File: src/rtl/output_collector.sv
// Realigns skewed per-column systolic results, optionally adds partial sums with
// signed saturation, and writes each aligned row to the output buffer.
module output_collector #(
   parameter int WIDTH = 8,
   parameter int COL = 4,
   parameter int O_SIZE = 256,
   localparam int AW = $clog2(O_SIZE)
) (
   input  logic                       clk_i,
   input  logic                       rstn_sync_i,
   input  logic                       start_i,
   input  logic [AW-1:0]              o_rows_i,
   input  logic [AW-1:0]              o_offset_i,
   input  logic [AW-1:0]              psum_offset_i,
   input  logic                       accum_en_i,
   input  logic [COL-1:0]             col_valid_i,
   input  logic [COL-1:0][WIDTH-1:0]  col_data_i,
   output logic                       ps_mem_cenb_o,
   output logic                       ps_mem_wenb_o,
   output logic [AW-1:0]              ps_mem_addr_o,
   input  logic [COL-1:0][WIDTH-1:0]  ps_mem_data_i,
   output logic                       ob_mem_cenb_o,
   output logic                       ob_mem_wenb_o,
   output logic [AW-1:0]              ob_mem_addr_o,
   output logic [COL-1:0][WIDTH-1:0]  ob_mem_data_o,
   output logic                       busy_o,
   output logic                       done_o,
   output logic                       err_o
);

   typedef enum logic [1:0] {IDLE, RUN, DONE} state_t;

   state_t                      state;
   logic [AW-1:0]               rows, o_off, ps_off, rd_cnt, wr_cnt;
   logic                        accum;
   logic                        run;
   logic [COL-1:0]              in_valid, pre_valid;
   logic [COL-1:0][WIDTH-1:0]   pre_data;
   logic                        launch, misalign;
   logic                        a_valid, b_valid;
   logic [COL-1:0][WIDTH-1:0]   a_data, b_data, sum;

   assign run = (state == RUN);
   assign in_valid = col_valid_i & {COL{run}};
   assign ps_mem_wenb_o = 1'b1;

   // Column c sees COL-1-c chain registers; the stage A register supplies the last one,
   // so every column of a row reaches stage A in the same cycle.
   generate
      for (genvar gi = 0; gi < COL; gi++) begin : g_col
         localparam int D = COL - 1 - gi;
         if (D == 0) begin : g_direct
            assign pre_valid[gi] = in_valid[gi];
            assign pre_data[gi]  = col_data_i[gi];
         end else begin : g_chain
            logic [D-1:0]            v_chain;
            logic [D-1:0][WIDTH-1:0] d_chain;
            always_ff @(posedge clk_i) begin
               if (!rstn_sync_i) begin
                  v_chain <= '0;
                  d_chain <= '0;
               end else begin
                  v_chain[0] <= in_valid[gi];
                  d_chain[0] <= col_data_i[gi];
                  for (int k = 1; k < D; k++) begin
                     v_chain[k] <= v_chain[k-1];
                     d_chain[k] <= d_chain[k-1];
                  end
               end
            end
            assign pre_valid[gi] = v_chain[D-1];
            assign pre_data[gi]  = d_chain[D-1];
         end

         // One extra bit of headroom; the top two bits disagree only on overflow.
         logic [WIDTH:0] ext_r, ext_p, wide;
         assign ext_r = {b_data[gi][WIDTH-1], b_data[gi]};
         assign ext_p = accum ? {ps_mem_data_i[gi][WIDTH-1], ps_mem_data_i[gi]} : '0;
         assign wide  = ext_r + ext_p;
         assign sum[gi] = (wide[WIDTH:WIDTH-1] == 2'b01) ? {1'b0, {(WIDTH-1){1'b1}}} :
                          (wide[WIDTH:WIDTH-1] == 2'b10) ? {1'b1, {(WIDTH-1){1'b0}}} :
                          wide[WIDTH-1:0];
      end
   endgenerate

   assign launch   = run && (&pre_valid) && (rd_cnt != rows);
   assign misalign = run && (|pre_valid) && !(&pre_valid);

   always_ff @(posedge clk_i) begin
      if (!rstn_sync_i) begin
         state         <= IDLE;
         rows          <= '0;
         o_off         <= '0;
         ps_off        <= '0;
         accum         <= 1'b0;
         rd_cnt        <= '0;
         wr_cnt        <= '0;
         a_valid       <= 1'b0;
         a_data        <= '0;
         b_valid       <= 1'b0;
         b_data        <= '0;
         ps_mem_cenb_o <= 1'b1;
         ps_mem_addr_o <= '0;
         ob_mem_cenb_o <= 1'b1;
         ob_mem_wenb_o <= 1'b1;
         ob_mem_addr_o <= '0;
         ob_mem_data_o <= '0;
         busy_o        <= 1'b0;
         done_o        <= 1'b0;
         err_o         <= 1'b0;
      end else begin
         ps_mem_cenb_o <= 1'b1;
         ob_mem_cenb_o <= 1'b1;
         ob_mem_wenb_o <= 1'b1;

         a_valid <= launch;
         a_data  <= pre_data;
         if (launch) begin
            rd_cnt <= rd_cnt + 1'b1;
            if (accum) begin
               ps_mem_cenb_o <= 1'b0;
               ps_mem_addr_o <= ps_off + rd_cnt;
            end
         end
         if (misalign)
            err_o <= 1'b1;

         b_valid <= a_valid;
         b_data  <= a_data;
         if (b_valid) begin
            ob_mem_cenb_o <= 1'b0;
            ob_mem_wenb_o <= 1'b0;
            ob_mem_addr_o <= o_off + wr_cnt;
            ob_mem_data_o <= sum;
            wr_cnt        <= wr_cnt + 1'b1;
         end

         case (state)
            IDLE: begin
               if (start_i) begin
                  rows   <= o_rows_i;
                  o_off  <= o_offset_i;
                  ps_off <= psum_offset_i;
                  accum  <= accum_en_i;
                  rd_cnt <= '0;
                  wr_cnt <= '0;
                  err_o  <= 1'b0;
                  busy_o <= 1'b1;
                  if (o_rows_i == '0) begin
                     state  <= DONE;
                     done_o <= 1'b1;
                  end else begin
                     state <= RUN;
                  end
               end
            end
            RUN: begin
               if (wr_cnt == rows) begin
                  state  <= DONE;
                  done_o <= 1'b1;
               end
            end
            DONE: begin
               state  <= IDLE;
               done_o <= 1'b0;
               busy_o <= 1'b0;
            end
            default: state <= IDLE;
         endcase
      end
   end

endmodule

File: config.mk
export PLATFORM = sky130hd
export DESIGN_NAME = output_collector
export DESIGN_NICKNAME = d
export VERILOG_FILES = /design/src/rtl/output_collector.sv
export SDC_FILE = /design/constraint.sdc
export NUM_CORES = 1
export LEC_CHECK = 0
export CORE_MARGIN = 1.5
export CORE_UTILIZATION = 49
export DETAILED_ROUTE_END_ITERATION = 16
export GPL_TIMING_DRIVEN = 1
export PLACE_DENSITY = 0.77
export SYNTH_ARGS = -nofsm -noshare
export SYNTH_HDL_FRONTEND = slang
export SYNTH_SLANG_ARGS = --single-unit
File: constraint.sdc
create_clock -name clk_i -period 2.85 [get_ports clk_i]
set_clock_uncertainty 0.05 [all_clocks]
set_input_delay 0.7125 -clock clk_i [delete_from_list [all_inputs] [get_ports clk_i]]
set_output_delay 0.7125 -clock clk_i [all_outputs]
set_load 0.005 [all_outputs]
# Yosys cells after proc, flatten, opt, wreduce, memory -nomap -nowiden
# Cells that the tools add are included.
# word_totals
register_bits	216
inputBits	96
out_inout_bits	55
elab_cells	111
# classes
n_addsub	8
n_eq_ne	15
n_mux	33
bitwise_logic	1
reduce_logical	17
# ops
cell	count
$mux 8	14
$add 9x9->9	4
$mux 9	4
$add 8x1->8 const B	2
$add 8x8->8	2
$eq 2x1->1 const B	5
$eq 2x2->1 const B	5
$reduce_and 2->1	5
$mux 1	9
$eq 8x8->1	1
$logic_not 8->1	1
$ne 8x8->1	1
$reduce_and 4->1	2
$mux 2	3
$and 4x4->4	1
$logic_and 1x1->1	4
$ne 2x2->1 const B	2
$pmux 2 s2	1
$reduce_or 4->1	1
$pmux 1 s3	1
$reduce_bool 3->1	1
$logic_not 2->1	1
$ne 2x1->1 const B	1
$pmux 1 s2	1
2 further kinds	2

# Longest topological paths before layout
# logic_depth
depth_word	8
depth_mapped	11
depth_no_buf	9

# Least setup slack after synthesis
# No wires, ideal clock.
# synth_path
path_kind	in2reg
startpoint	input port ps_mem_data_i[0] in the netlist's numbering
endpoint	register ob_mem_data_o[6] in the netlist's numbering
arrival_ps	2540
required_time_ps	2663
path_slack_ps	123
path_stages	9
cell_sequence	and2_1 ha_1 inv_1 fa_1 nand2b_1 a21oi_1 mux2_2 o311ai_0 a31oi_1
# synth_between
elab_chain_len	5
elab_cells_between_ends	6
classes_between	add/sub (1); eq/ne (2); mux (3)
# synth_rtl
item	line	source
start, declared	21	input logic [COL-1:0][WIDTH-1:0] ps_mem_data_i,
$mux 9 (*)	78	assign ext_p = accum ? {ps_mem_data_i[gi][WIDTH-1], ps_mem_data_i[gi]} : '0;
$add 9x9->9 (*)	79	assign wide = ext_r + ext_p;
$eq 2x2->1	81	(wide[WIDTH:WIDTH-1] == 2'b10) ? {1'b1, {(WIDTH-1){1'b0}}} :
$mux 8	81	
$mux 8 (*)	80	assign sum[gi] = (wide[WIDTH:WIDTH-1] == 2'b01) ? {1'b0, {(WIDTH-1){1'b1}}} :
end signal, assigned	134	ob_mem_data_o <= sum;
end, declared	25	output logic [COL-1:0][WIDTH-1:0] ob_mem_data_o,
# Mark *: on every way between the ends. The rest lies on a longest branch, timed or not.
# A chain may end at the register's enable or synchronous reset.

# Worst setup path in the final report
# Ends and elaborated chain as after synthesis.

==> impl_metrics.toml <==
[global_route]
grt_pass1_vias = 7333
grt_pass1_wl_um = 35400
antenna_found_initial = 0
grt_usage = 0.211
grt.overflow.total = 0
grt_max_degree = 134

[final_layout]
multi_input_area_mm2 = 0.00506
n_fill_cell = 1640
drive_gt1_frac = 0.102
final_core_util = 0.648
syn2layout_area_growth_pct = 29.2
finalNetCount = 1397
insertedDiodeCount = 0
ff_latch_area_mm2 = 0.00433

[synthesis]
ys_seq_area_frac = 0.442
synthMuxAreaShare = 0.0109
synthFlopType = "dfxtp_1"
ys_warn_count = 0
synth_common_cells = "dfxtp_1, and2_1, a21oi_1"
synth.most_common_cell = "dfxtp_1"
synth_fp_nets = 1218
ys_top_cells_by_area = "dfxtp_1, and2_1, ha_1"
async_flop_share = 0
yosys.area.top_type_share = 0.442
synth_xor_xnor_area_share = 0.0391
synth_edf_count = 0
synth_top_family_by_area = "simple AND/OR/NAND/NOR gates"
synth_top_area_cell = "dfxtp_1"
synth_cells = 1068
syn_avg_cell_area_um2 = 9.16
synth-simple-area-share = 0.219
synthAdderAreaFrac = 0.0736
synthesis.area_mm2 = 0.00979
ys_seq_elements = 216
synth_compound_area_frac = 0.174
synthDistinctLibCells = 70

[sta]
relSlewSlack = 0.522
fin_hold_ws_ps = 377
finalCritPeriodShare = 0.999
fin_crit_ps = 2850
drv_slew = 0
clock.fmax_ghz = 0.351
hold_viol = 0
worst_slew_pin_slew_ps = 713
setup_ws_ps = 4.07
final-setup-viol-count = 0

[drt]
drt_iter0_markers = 356
postRouteAntennaNets = 0
firstDrtPassIters = 4
viasPerCell = 5.15
wirelength_um = 21700
drc = 0
num_vias = 7862
route.detailed.wl_per_inst_um = 14.2

[clock_tree]
clk_pin_slew_ps = 60
cts_setup_buffers = 0
cts_buffers = 22
postCtsHoldBufs = 0
tritoncts = "done"
cts_sinks = 216
cts.repair.resized = 0
ctsLongestPathBuffers = 3
clock_latency_ps = 500
cts_root_buffer = "clkbuf_16"
htreeDepth = 1

[floorplan]
die_area_mm2 = 0.0208
core.rowCount = 51
io-pin-count = 151
start_util = 0.501
die_x_um = 144
core_mm2 = 0.0195
die_height_um = 144

[placed_design]
io_buffers = 149
place.gp.congestion = 0.855
pre_cts_ws_ps = -462
dpl.hpwl_um = 15300

[power]
leakagePower_uw = 0.00526
vdd_drop_max_mv = 0.419
power_density_mw_per_mm2 = 538

[critical_path]
critical_path_arrival_ps = 3150
regToRegSetupSlack_ps = 320
crit_type = "primary input to register"
end_kind = "register"
worstPathMaxFanout = 2
cp-start-kind = "primary input"
cp.required_ps = 3150

[hold_path]
worstHoldPathType = "register to register"

[job]
maxCapViolations = 0

[outcome]
status = "completed"
metal layers:
metal | vias up | share of wire | track usage
li1 | 4058 | - | -
met4 | 0 | 0.022 | 0.0665
met3 | 37 | 0.046 | 0.0354
met1 | 3609 | 0.48 | 0.284
met2 | 158 | 0.45 | 0.346
met5 | - | 0 | 0
cell families (layout without fill, tap and decap cells):
| kind of cell | Yosys count | count (layout) |
|---|---|---|
| AND/OR/NAND/NOR | 379 | 379 |
| AO/OA/AOI/OAI | 268 | 268 |
| flip-flops | 216 | 216 |
| buffers and inverters | 98 | 292 |
| adder cells (fa/ha/maj) | 54 | 54 |
| XOR/XNOR | 42 | 42 |
| multiplexers | 10 | 10 |
| other | 1 | 1 |
cells in the final DEF, fill, tap and decap left out, drive strengths merged, types with 9 or more instances in the layout:
cell type / instances
a211oi: 18
a21o: 11
a21oi: 108
and2: 148
and3: 12
buf: 64
clkbuf: 29
clkdlybuf4s50: 148
dfxtp: 216
ha: 48
inv: 39
nand2: 72
nand2b: 9
nand3: 9
nor2: 50
nor2b: 18
nor3b: 11
o211ai: 32
o21ai: 49
xnor2: 15
xor2: 27
cell type report:
cell class                 count  share of cell area
multi-input combinational    754               0.400
sequential                   216               0.342
timing repair buffer         212               0.160
clock buffer                  29              0.0489
tap                          265              0.0262
inverter                      41              0.0122
clock inverter                10              0.0107
critical path, stage by stage:
cell and delay, ps:
clkdlybuf4s50_1 490, and2_1 130, ha_1 160, inv_1 60, fa_1 370, nand2b_1 180
a21oi_2 160, mux2_2 360, o311ai_0 390, a31oi_1 140
where the power goes:
group | internal (uW) | switching, uW | total (uW) | leakage [uW]
logic | 349 | 323 | 672 | 0.00315
registers | 3110 | 45.2 | 3160 | 0.00176
clock network | 1800 | 1170 | 2970 | 0.000357
total | 5260 | 1540 | 6800 | 0.00526
metrics by stage:
stage | power (uW) | instance area (um^2) | cells | TNS, ps
detailed placement | 3890 | 11900 | 1488 | -5710
global route | 7080 | 12700 | 1527 | -26.1
global placement | 3880 | 11900 | 1488 | -4370
CTS | 6880 | 12600 | 1527 | 0
finish | 6800 | 12700 | 1527 | 0
floorplan | 3600 | 9790 | 1068 | 0
registers in the layout, summed over array words and instances, names as in the netlist, 2 cells and up:
| signal | count |
|---|---|
| ps_mem_addr_o | 8 |
| o_off | 8 |
| ob_mem_addr_o | 8 |
| state | 2 |
| ps_off | 8 |
| g_col.g_chain.v_chain | 6 |
| rows | 8 |
| wr_cnt | 8 |
| b_data | 32 |
| rd_cnt | 8 |
| g_col.g_chain.d_chain | 48 |
| ob_mem_data_o | 32 |
| a_data | 32 |
final timing paths:
| path | startpoint | endpoint | cells after the start |
|---|---|---|---|
| worst max-delay path | ps_mem_data_i[0] | ob_mem_data_o[6]$_SDFFE_PN0P_ | 10 |
| worst max register to register | accum$_SDFFE_PN0P_ | ob_mem_data_o[6]$_SDFFE_PN0P_ | 9 |
| worst min register to register | g_col[1].g_chain.d_chain[15]$_SDFF_PN0_ | a_data[15]$_SDFF_PN0_ | 1 |
| worst min-delay path | g_col[1].g_chain.d_chain[15]$_SDFF_PN0_ | a_data[15]$_SDFF_PN0_ | 1 |
Note: power is estimated with default switching activity, not from simulation.
